--- src/rtl/reg_file_ctrl_pkg.sv ---
// Shared types and helpers for the register-file access controller.
// The CE helper works on a wide address so any ADDR_W up to MAX_ADDR_W can use it.
package reg_file_ctrl_pkg;

    localparam int DEF_ADDR_W = 2;
    localparam int DEF_DATA_W = 8;
    localparam int MAX_ADDR_W = 8;
    localparam int MAX_CE_W   = 2**MAX_ADDR_W;

    typedef enum logic [1:0] {
        IDLE,
        ACCESS,
        CAPTURE,
        RESP
    } state_t;

    // Callers cast the result down to their own 2**ADDR_W width.
    function automatic logic [MAX_CE_W-1:0] onehot_ce(input logic [MAX_ADDR_W-1:0] addr);
        logic [MAX_CE_W-1:0] ce;
        ce       = '0;
        ce[addr] = 1'b1;
        return ce;
    endfunction

endpackage

--- src/rtl/reg_file_ctrl_rr_arbiter.sv ---
// Combinational round-robin arbiter: grants the first requester at or after
// last_grant+1 (mod NREQ). The pointer register is owned by the caller.
module rr_arbiter
    import reg_file_ctrl_pkg::*;
#(
    parameter int NREQ  = 2,
    parameter int IDX_W = (NREQ > 1) ? $clog2(NREQ) : 1
) (
    input  logic [NREQ-1:0]  req,
    input  logic [IDX_W-1:0] last_grant,
    input  logic             en,
    output logic [NREQ-1:0]  grant,
    output logic [IDX_W-1:0] grant_idx
);

    logic found;

    // Outer loop walks priority order, so the first hit is the round-robin winner.
    always_comb begin
        grant     = '0;
        grant_idx = '0;
        found     = 1'b0;
        for (int k = 1; k <= NREQ; k++) begin
            for (int i = 0; i < NREQ; i++) begin
                if (en && !found && req[i] && (i == ((int'(last_grant) + k) % NREQ))) begin
                    found     = 1'b1;
                    grant[i]  = 1'b1;
                    grant_idx = IDX_W'(i);
                end
            end
        end
    end

endmodule

--- src/rtl/reg_file_ctrl.sv ---
// Shares a small register file between NREQ requesters, one transaction at a
// time, and sequences the file's registered one-cycle read latency.
module reg_file_ctrl
    import reg_file_ctrl_pkg::*;
#(
    parameter int NREQ   = 2,
    parameter int ADDR_W = DEF_ADDR_W,
    parameter int DATA_W = DEF_DATA_W
) (
    input  logic                   CLK,
    input  logic                   RSTN,
    input  logic [NREQ-1:0]        REQ_VALID,
    output logic [NREQ-1:0]        REQ_READY,
    input  logic [NREQ-1:0]        REQ_WE,
    input  logic [NREQ*ADDR_W-1:0] REQ_ADDR,
    input  logic [NREQ*DATA_W-1:0] REQ_WDATA,
    output logic [NREQ-1:0]        RSP_VALID,
    input  logic [NREQ-1:0]        RSP_READY,
    output logic [DATA_W-1:0]      RSP_RDATA,
    output logic [ADDR_W-1:0]      RF_ADDR,
    output logic [2**ADDR_W-1:0]   RF_CE,
    output logic [DATA_W-1:0]      RF_DATA_IN,
    input  logic [DATA_W-1:0]      RF_DATA_OUT,
    output logic                   BUSY
);

    localparam int NREG  = 2**ADDR_W;
    localparam int IDX_W = (NREQ > 1) ? $clog2(NREQ) : 1;

    state_t            state;
    logic [IDX_W-1:0]  last_grant;
    logic [IDX_W-1:0]  grant_idx;
    logic [IDX_W-1:0]  req_id;
    logic [NREQ-1:0]   grant;
    logic              we_q;
    logic              arb_en;
    logic              sel_we;
    logic [ADDR_W-1:0] sel_addr;
    logic [DATA_W-1:0] sel_wdata;
    logic [ADDR_W-1:0] addr_a  [NREQ];
    logic [DATA_W-1:0] wdata_a [NREQ];

    always_comb begin
        for (int i = 0; i < NREQ; i++) begin
            addr_a[i]  = REQ_ADDR[i*ADDR_W +: ADDR_W];
            wdata_a[i] = REQ_WDATA[i*DATA_W +: DATA_W];
        end
    end

    assign arb_en    = (state == IDLE);
    assign REQ_READY = grant;
    assign sel_we    = REQ_WE[grant_idx];
    assign sel_addr  = addr_a[grant_idx];
    assign sel_wdata = wdata_a[grant_idx];

    rr_arbiter #(
        .NREQ  (NREQ),
        .IDX_W (IDX_W)
    ) u_arb (
        .req        (REQ_VALID),
        .last_grant (last_grant),
        .en         (arb_en),
        .grant      (grant),
        .grant_idx  (grant_idx)
    );

    // RF_ADDR/RF_DATA_IN are loaded at accept and held until the next accept,
    // which keeps the file's DATA_OUT stable through CAPTURE. A write response
    // echoes the held RF_DATA_IN.
    always_ff @(posedge CLK or negedge RSTN) begin
        if (!RSTN) begin
            state      <= IDLE;
            last_grant <= IDX_W'(NREQ - 1);
            req_id     <= '0;
            we_q       <= 1'b0;
            RSP_VALID  <= '0;
            RSP_RDATA  <= '0;
            RF_ADDR    <= '0;
            RF_CE      <= '0;
            RF_DATA_IN <= '0;
            BUSY       <= 1'b0;
        end else begin
            case (state)
                IDLE: begin
                    RF_CE <= '0;
                    if (|grant) begin
                        req_id     <= grant_idx;
                        we_q       <= sel_we;
                        last_grant <= grant_idx;
                        RF_ADDR    <= sel_addr;
                        RF_DATA_IN <= sel_wdata;
                        RF_CE      <= sel_we ? NREG'(onehot_ce(MAX_ADDR_W'(sel_addr))) : '0;
                        BUSY       <= 1'b1;
                        state      <= ACCESS;
                    end
                end
                ACCESS: begin
                    RF_CE <= '0;
                    if (we_q) begin
                        RSP_RDATA <= RF_DATA_IN;
                        RSP_VALID <= NREQ'(1) << req_id;
                        state     <= RESP;
                    end else begin
                        state <= CAPTURE;
                    end
                end
                CAPTURE: begin
                    RF_CE     <= '0;
                    RSP_RDATA <= RF_DATA_OUT;
                    RSP_VALID <= NREQ'(1) << req_id;
                    state     <= RESP;
                end
                RESP: begin
                    RF_CE <= '0;
                    if (RSP_READY[req_id]) begin
                        RSP_VALID <= '0;
                        BUSY      <= 1'b0;
                        state     <= IDLE;
                    end
                end
                default: begin
                    RF_CE     <= '0;
                    RSP_VALID <= '0;
                    BUSY      <= 1'b0;
                    state     <= IDLE;
                end
            endcase
        end
    end

endmodule

--- config.mk ---
export PLATFORM = sky130hd
export DESIGN_NAME = reg_file_ctrl
export DESIGN_NICKNAME = d
export VERILOG_FILES = /design/src/rtl/reg_file_ctrl_pkg.sv /design/src/rtl/reg_file_ctrl_rr_arbiter.sv /design/src/rtl/reg_file_ctrl.sv
export SDC_FILE = /design/constraint.sdc
export NUM_CORES = 1
export LEC_CHECK = 0
export ABC_AREA = 0
export CAP_MARGIN = 25
export CELL_PAD_IN_SITES_DETAIL_PLACEMENT = 2
export CELL_PAD_IN_SITES_GLOBAL_PLACEMENT = 2
export CORE_MARGIN = 2
export CORE_UTILIZATION = 22
export DETAILED_ROUTE_END_ITERATION = 8
export HOLD_SLACK_MARGIN = 0.08
export PLACE_DENSITY = 0.77
export SLEW_MARGIN = 30
export SYNTH_ARGS = -nofsm -noshare
export SYNTH_HDL_FRONTEND = slang
export SYNTH_SLANG_ARGS = --single-unit
--- constraint.sdc ---
create_clock -name CLK -period 1.55 [get_ports CLK]
set_input_delay 0.31 -clock CLK [delete_from_list [all_inputs] [get_ports CLK]]
set_output_delay 0.31 -clock CLK [all_outputs]
set_load 0.1 [all_outputs]
---- Word level (Yosys, flattened, before mapping) ----
Index checks and enable logic that the tools add are counted.
storage, ports and cells
  flip-flop bits (word level) ............. 30
  bits in latches ......................... 0
  bits in writable memories ............... 0
  bits in read-only memories .............. 0
  input bits .............................. 36
  output and inout bits ................... 27
  word-level logic and storage cells ...... 91
  memories kept ........................... 0
cells by class
  add/sub/neg operators ................... 2
  multiply operators ...................... 0
  divide/modulo/power cells ............... 0
  order comparisons ....................... 5
  eq/ne operators ......................... 8
  shift-type cells ........................ 1
  mux-type cells .......................... 34
  bitwise gates (word level) .............. 3
  reductions and logical operators ........ 28
operator list
  cell                                                number
  logical NOT 32 bit                                  2
  2-to-1 mux 8 bit                                    4
  2-to-1 mux 1 bit                                    16
  case mux 8 bit (2 select lines)                     1
  logical AND 1 bit                                   12
  2-to-1 mux 2 bit                                    6
  < comparator 2 x 9 -> 1 bit, second input constant  1
  2-to-1 mux 4 bit                                    2
  case mux 2 bit (4 select lines)                     1
  case mux 4 bit (2 select lines)                     1
  != test 2 bit, second input constant                3
  case mux 2 bit (3 select lines)                     1
  AND reduction 2 bit                                 3
  AND reduction 3 bit                                 2
  equality test 2 bit, first input constant           2
  equality test 2 bit, second input constant          2
  < comparator 1 x 2 -> 1 bit, second input constant  2
  nonzero test 2 bit                                  2
  logical NOT 1 bit                                   3
  nonzero test 3 bit                                  1
  OR reduction 3 bit                                  1
  adder 1 bit, second input constant                  2
  bitwise AND 1 bit, first input constant             2
  demux 1 bit (select 2 bit)                          1
  8 further kinds                                     8

---- Depth between registers and ports, before layout ----
Gate-level depths: netlist of run 1.
  word-level depth ........................ 31
  mapped depth ............................ 7
  gate-level depth less buffers ........... 6

---- By module ----
A second synthesis of run 1 with hierarchy kept.
second synthesis, totals
  cell total of the unflattened synthesis .. 157
  area, all modules ....................... 1584.0 um^2
modules (own cells, without submodules)
  module         times used  cells each  area an instance (um^2)  seq. area each (um^2)
  reg_file_ctrl  1           151         1557.7                   752.0
  rr_arbiter     1           6           26.3                     0.0

---- Worst setup path after synthesis of run 1 ----
No wires, ideal clock.
  kind .................................... reg-to-reg
  start ................................... register state[0]
  end ..................................... register req_id
  library setup time ...................... 200 ps
  arrival ................................. 2371 ps
  data required time ...................... 1350 ps
  setup slack ............................. -1021 ps
  cell stages (with the launch flop) ...... 7
  buffers on the path ..................... 1
  period minus slack after synthesis ...... 2571 ps
  path through ............................ dfrtp_1 > inv_1 > ha_1 > buf_4 > nand2_1 > nor2b_1 > o21ai_0
on the way
  elaborated cells on any way between the ends .. 25
  classes of those cells .................. mux: 8; reduce/logical: 17
RTL lines
  what                             RTL line                        source
  from (decl)                      reg_file_ctrl.sv:30             state_t state;
  from (signal assigned)           reg_file_ctrl.sv:72             state <= IDLE;
  from (signal assigned)           reg_file_ctrl.sv:94             state <= ACCESS;
  from (signal assigned)           reg_file_ctrl.sv:102            state <= RESP;
  logical NOT 2 bit *              reg_file_ctrl.sv:50             assign arb_en = (state == IDLE);
  logical AND 1 bit (2 in a row)   reg_file_ctrl_rr_arbiter.sv:25  if (en && !found && req[i] && (i == ((int'(last_grant) + k) % NREQ))) begin
  2-to-1 mux 1 bit                 reg_file_ctrl_rr_arbiter.sv:25
  logical NOT 1 bit                reg_file_ctrl_rr_arbiter.sv:25
  logical AND 1 bit (3 in a row)   reg_file_ctrl_rr_arbiter.sv:25
  2-to-1 mux 1 bit                 reg_file_ctrl_rr_arbiter.sv:25
  logical NOT 1 bit                reg_file_ctrl_rr_arbiter.sv:25
  logical AND 1 bit (3 in a row)   reg_file_ctrl_rr_arbiter.sv:25
  2-to-1 mux 1 bit *               reg_file_ctrl_rr_arbiter.sv:25
  via REQ_READY[0]                 reg_file_ctrl.sv:13             output logic [NREQ-1:0] REQ_READY,
  OR reduction 2 bit *             reg_file_ctrl.sv:86             if (|grant) begin
  AND reduction 2 bit (no line) *  n/a
  to (signal assigned)             reg_file_ctrl.sv:87             req_id <= grant_idx;
  to (decl)                        reg_file_ctrl.sv:33             logic [IDX_W-1:0] req_id;
Mark *: on every way through the listed nets, which the timed path passes. The rest lies on a longest branch.
A chain may end at the register's enable or synchronous reset.

---- Worst setup path after layout of run 1 ----
  start ................................... register state[0]
  end ..................................... output port REQ_READY[0]
on the way
  word-level cells in the longest chain between the ends .. 14
ends and longest elaborated chain
  what                            RTL line
  logical NOT 2 bit *             reg_file_ctrl.sv:50
  logical AND 1 bit (2 in a row)  reg_file_ctrl_rr_arbiter.sv:25
  2-to-1 mux 1 bit                reg_file_ctrl_rr_arbiter.sv:25
  logical NOT 1 bit               reg_file_ctrl_rr_arbiter.sv:25
  logical AND 1 bit (3 in a row)  reg_file_ctrl_rr_arbiter.sv:25
  2-to-1 mux 1 bit                reg_file_ctrl_rr_arbiter.sv:25
  logical NOT 1 bit               reg_file_ctrl_rr_arbiter.sv:25
  logical AND 1 bit (3 in a row)  reg_file_ctrl_rr_arbiter.sv:25
  2-to-1 mux 1 bit *              reg_file_ctrl_rr_arbiter.sv:25
  to (decl)                       reg_file_ctrl.sv:13
Every way passes the cells marked *; elsewhere a longest branch is shown, timed or not.

==> flow_metrics.py, run 1 <==
metrics = {
    "outcome": {
        "outcome": "finished, violations left",
        "violations": "DRC, setup timing",
    },
    "cts": {
        "clkSinkCount": 30,
        "ctsHoldBuffers": 0,
        "path_clk_slew_ps": 60,
        "clkLatencyLatePin_ps": 290,
        "cts.path.max_buffers": 2,
        "cts-buffers-inserted": 5,
        "cts_root_buf": "clkbuf_8",
        "cts_tree": "yes",
        "htree_levels": 2,
    },
    "synth": {
        "synth.top_cell.area_share": 0.493,
        "synth_flop_cell": "dfrtp_1",
        "synth_area_sq_mm": 0.00147,
        "synth-edff-count": 0,
        "syn-num-nets": 182,
        "ys_seq_elements": 30,
        "syn_avg_cell_area_sq_um": 10.4,
        "yosysWarningCount": 0,
        "postSynthCellCount": 141,
        "synthTopCellsByArea": "dfrtp_1 49%, mux2i_1 6.1%, o21ai_0 5.8%",
        "synth_top_area_cell": "dfrtp_1",
        "yosysSeqAreaShare": 0.511,
        "async_flop_share": 1.00,
        "ys_types": 32,
    },
    "hold_path": {
        "hold_path_class": "primary input to async pin",
    },
    "global_route": {
        "gr-total-overflow": 0,
        "use_met2": 0.246,
        "antenna_found_initial": 0,
        "grt_max_degree": 31,
        "top_usage_layer": "met2",
        "grt_pass1_vias": 1594,
        "use_met1": 0.178,
        "use_met3": 0.0375,
        "track_usage": 0.145,
        "grt_pass1_wl_mm": 8.27,
    },
    "route": {
        "final_antenna_net_count": 0,
        "drc_errors": 2,
        "drt_iter0_markers": 51,
        "vias_per_cell": 4.68,
        "drt-pass1-iter-count": 7,
        "via_count": 1456,
        "avgRoutedWirePerCell_microns": 17.5,
        "drt_wl_total_mm": 5.43,
    },
    "place": {
        "hpwlAfterDp_mm": 3.60,
        "dp_cells": 288,
        "portBuffers": 62,
        "gp_congestion": 0.698,
    },
    "setup_path": {
        "start_kind": "flip-flop",
        "required_ps": 1240,
        "cp.depth": 5,
        "worstPathArrival_ps": 1390,
        "endpoint_kind": "output pin",
        "worst-path-buf-inv": 2,
        "crit_path_max_fanout": 4,
        "cpMaxStageDelayCell": "dfrtp_1",
        "crit_type": "flip-flop to output pin",
        "path_cells": "inv_2 > ha_4 > nand2_4 > nor2b_4 > buf_12",
        "cpPeakStageDelay_ps": 410,
        "ff2ff_path_depth": 6,
        "cp_top_family": "flip-flops",
    },
    "layout": {
        "multi_input_area_sq_um": 796,
        "nNetsFinal": 274,
        "final_cell_mix": "34 x clkdlybuf4s50_1, 29 x dfrtp_1, 28 x buf_12",
        "fin_cells": 311,
        "n_fill_cell": 646,
        "areaGrowthSynthToFinish_pct": 97.1,
        "layout_commonest_cell": "clkdlybuf4s50_1",
        "regArea_sq_um": 752,
        "n_antenna_cell": 0,
        "drive_gt1_frac": 0.376,
    },
    "sta": {
        "grt_setup_unrepaired": "yes",
        "clock_skew_ps": 5.65,
        "post-route-min-period_ps": 1700,
        "tightest_slew_ps": 298,
        "final-hold-violation-count": 0,
        "max_freq_mhz": 590,
        "fin_ws_ps": -145,
        "setup_viol": 5,
        "finalCritPeriodShare": 1.09,
        "drv_slew": 0,
        "slew_headroom": 0.801,
    },
    "die": {
        "die_w_microns": 85.8,
        "ioPinCount": 63,
        "initial_core_util": 0.229,
        "coreArea_sq_mm": 0.00642,
        "die_h_microns": 85.8,
        "num_rows": 29,
        "dieArea_sq_mm": 0.00736,
    },
    "job": {
        "cap_violations": 0,
    },
}
-- cells in the mapped netlist (3+ instances only) --
| cell | count |
|---|---|
| clkbuf_1 | 3 |
| mux2i_1 | 9 |
| a21oi_1 | 9 |
| inv_1 | 7 |
| nand3b_1 | 3 |
| o21ai_0 | 17 |
| ha_1 | 5 |
| dfrtp_1 | 29 |
| nand2_1 | 17 |
| o22ai_1 | 13 |
-- layout make-up --
class / instances / area share
well taps: 77 / 0.0332
repair buffers: 91 / 0.391
inverters: 7 / 0.0104
multi-input cells: 98 / 0.274
clock inverters: 1 / 0.00173
flip-flops and latches: 30 / 0.259
clock buffers: 7 / 0.0298
-- per-layer routing --
layer	routed length, microns	up-vias
met4	70	0
li1	-	692
met3	246	5
met5	0	-
met2	2830	40
met1	2290	719
-- worst register-to-register path, stage by stage (launching register included) --
cell and delay [ps]:
dfrtp_1 400, buf_4 140, buf_6 120, ha_4 150
and2_4 140, nor3b_4 270, mux2_4 320
-- state kept, by name, summed over array words and instances, names as in the netlist --
signal      flops
RSP_RDATA       8
RF_CE           4
last_grant      1
RF_DATA_IN      8
RSP_VALID       2
state           2
req_id          1
we_q            1
BUSY            1
RF_ADDR         2
-- per-stage QoR --
step | hold WS (ps) | setup WS (ps) | utilization | area [sq um] | setup TNS (ps)
2_1_floorplan | 14.4 | -126 | - | 1510 | -311
3_3_place_gp | 489 | -190 | 0.400 | 2570 | -2300
3_5_place_dp | 498 | -241 | 0.400 | 2570 | -3570
4_1_cts | 391 | -99.5 | 0.433 | 2780 | -272
5_1_grt | 409 | -200 | 0.452 | 2900 | -1740
6_report | 384 | -145 | 0.452 | 2900 | -524
-- repair_timing --
item                                    4_1_cts  5_1_grt
buffers inserted                             10        5
pin swaps                                     3        4
resized for setup                            10       16
endpoints found under the setup margin        4       27
-- final timing paths --
| check | start | end | slack, ps |
|---|---|---|---|
| worst min register to register | last_grant$_DFFE_PN1P_ | last_grant$_DFFE_PN1P_ | 510 |
| worst max register to register | state[1]$_DFFE_PN0P_ | RSP_VALID[0]$_DFFE_PN0P_ | -110 |
| max in group asynchronous | RSTN | last_grant$_DFFE_PN1P_ | 930 |
| worst max-delay path | state[0]$_DFFE_PN0P_ | REQ_READY[0] | -150 |
| worst min-delay path | RSTN | RF_CE[0]$_DFF_PN0_ | 380 |
| min in group CLK | last_grant$_DFFE_PN1P_ | last_grant$_DFFE_PN1P_ | 510 |
-- cells by family after synthesis --
logic type               synth area share
AND/OR/NAND/NOR                     0.125
adder cells (fa/ha/maj)            0.0425
AO/OA/AOI/OAI                       0.183
flip-flops                          0.511
multiplexers                       0.0952
buffers and inverters              0.0434
Power of run 1 is not shown: default switching activity piles up to over one toggle a cycle in this logic, so the estimate is an artifact.
==> run 2: changes to the inputs <==
- clock period: 1.55 -> 1.4 ns (I/O delays scaled with it)
==> run 2 against run 1 <==
Effect of this change:
- the run ends with setup timing left
- global-route usage grew 2.7 points
- design area grew 13%
- sequential share of layout area shrank 2.8 points
- hold slack lost 37 ps
- via count grew 8.0%
- die area is the same
- count of clock-buffer cells in the layout grew 1
- register-to-register slack lost 160 ps
- core utilization grew 5.7 points
- critical endpoint unchanged
- largest cell class unchanged
- highest routed layer unchanged
==> flow_metrics.py, run 2 (synthesis results as in run 1) <==
metrics = {
    "die": {
        "die_h_microns": 85.8,
        "num_rows": 29,
        "coreArea_sq_mm": 0.00642,
        "die_w_microns": 85.8,
        "ioPinCount": 63,
        "initial_core_util": 0.229,
        "dieArea_sq_mm": 0.00736,
    },
    "setup_path": {
        "start_kind": "flip-flop",
        "cp_top_family": "flip-flops",
        "cpMaxStageDelayCell": "dfrtp_1",
        "crit_path_max_fanout": 4,
        "worstPathArrival_ps": 1480,
        "crit_type": "flip-flop to output pin",
        "worstReg2RegEnd": "RF_DATA_IN[0]$_DFFE_PN0P_",
        "required_ps": 1120,
        "path_cells": "inv_2 > ha_4 > nand2_4 > nor2b_4 > buf_12",
        "reg2reg_slack_ps": -270,
        "r2r-start": "state[1]$_DFFE_PN0P_",
        "worst-path-buf-inv": 2,
        "endpoint_kind": "output pin",
        "cpPeakStageDelay_ps": 440,
        "ff2ff_path_depth": 7,
    },
    "place": {
        "portBuffers": 62,
        "hpwlAfterDp_mm": 3.85,
        "placed_cell_area_sq_mm": 0.00262,
        "place_ws_ps": -411,
        "gp_congestion": 0.758,
    },
    "global_route": {
        "track_usage": 0.171,
        "grt_pass1_wl_mm": 9.53,
        "grt_max_degree": 31,
        "gr-total-overflow": 0,
        "use_met2": 0.298,
        "use_met1": 0.215,
        "grt_pass1_vias": 1727,
        "top_usage_layer": "met2",
        "antenna_found_initial": 0,
        "use_met3": 0.0327,
    },
    "cts": {
        "cts.path.max_buffers": 2,
        "cts_tree": "yes",
        "cts-buffers-inserted": 5,
        "ctsHoldBuffers": 0,
        "clkSinkCount": 30,
        "cts_root_buf": "clkbuf_8",
        "path_clk_slew_ps": 80,
        "htree_levels": 2,
        "clkLatencyLatePin_ps": 290,
    },
    "job": {
        "cap_violations": 0,
    },
    "layout": {
        "layout_commonest_cell": "clkdlybuf4s50_1",
        "final_cell_mix": "34 x clkdlybuf4s50_1, 30 x buf_12, 27 x dfrtp_1",
        "areaGrowthSynthToFinish_pct": 122,
        "reg.largest.list": "RF_DATA_IN (8), RSP_RDATA (8), RF_CE (4)",
        "n_fill_cell": 615,
        "final_core_util": 0.509,
        "drive_gt1_frac": 0.535,
        "final_cell_area_sq_mm": 0.00327,
        "n_antenna_cell": 0,
        "nNetsFinal": 283,
    },
    "sta": {
        "max_freq_mhz": 568,
        "tightest_slew_ps": 346,
        "setup_viol": 31,
        "slew_headroom": 0.767,
        "clock_skew_ps": 13.7,
        "post-route-min-period_ps": 1760,
        "fin_ws_ps": -362,
        "grt_setup_unrepaired": "yes",
        "finalCritPeriodShare": 1.26,
        "final-hold-violation-count": 0,
        "drv_slew": 0,
    },
    "hold_path": {
        "hold_path_class": "primary input to async pin",
    },
    "outcome": {
        "outcome": "finished, violations left",
        "violations": "setup timing",
    },
    "route": {
        "drt_iter0_markers": 40,
        "drt_wl_total_mm": 7.72,
        "drt-pass1-iter-count": 6,
        "final_antenna_net_count": 0,
        "avgRoutedWirePerCell_microns": 24.1,
        "via_count": 1573,
        "vias_per_cell": 4.92,
        "drc_errors": 0,
    },
}
[run 2: changes by cell type in the layout (fill, tap and decap cells not counted), sizes merged]
cell / previous run / this run
buf: 56 / 65
clkbuf: 7 / 8
clkinv: 1 / 0
clkinvlp: 1 / 2
dlygate4sd2: 1 / 0
dlymetal6s2s: 0 / 1
inv: 6 / 5
[run 2: cell type report]
cell class,instances,area (sq um),share of cell area
Timing Repair Buffer,100,1270,0.388
Inverter,7,33.8,0.0103
Clock buffer,8,110,0.0337
Tap cell,77,96.3,0.0295
Sequential cell,30,754,0.231
Multi-Input combinational cell,98,1010,0.308
[run 2: how the worst max path moves through the flow]
stage	endpoint	cells after the start	startpoint
2_1_floorplan	REQ_READY[1]	6	state[0]$_DFFE_PN0P_
3_3_place_gp	RF_CE[2]$_DFF_PN0_	5	REQ_VALID[0]
3_5_place_dp	RF_CE[1]$_DFF_PN0_	5	REQ_VALID[0]
4_1_cts	REQ_READY[0]	5	state[0]$_DFFE_PN0P_
5_1_grt	REQ_READY[0]	5	state[1]$_DFFE_PN0P_
6_report	REQ_READY[0]	5	state[1]$_DFFE_PN0P_
[run 2: timing repair]
item | CTS | global route
pin swaps | 6 | 12
resized for setup | 24 | 70
gates cloned | 0 | 3
buffers inserted | 10 | 9
endpoints found under the setup margin | 29 | 31
[run 2: metrics by stage]
step	TNS [ps]	hold WS, ps	instances
after CTS	-3320	361	309
after detailed placement	-6840	518	292
after global placement	-5150	496	292
after global routing	-7020	360	320
final	-5690	347	320
after floorplan	-934	-15.6	141
[run 2: worst register-to-register path, cell delays in order (launching register included)]
cell	delay (ps)
dfrtp_1	440
inv_2	120
ha_4	190
nand3_4	110
buf_8	180
buf_12	150
mux2i_1	230
o21ai_1	120
[run 2: layer usage]
metal,up-vias,routed length (microns)
li1,707,-
met1,812,3350
met2,45,4000
met3,9,235
met4,0,134
met5,-,0
Power of run 2 is left out for the same reason.
==> run 3: changes to the inputs <==
- CTS_CLUSTER_SIZE: not set -> 8
==> results of run 3 <==
Same layout as run 2: the final DEF is identical, and so are final timing and power.
Power of run 3 is left out for the same reason.
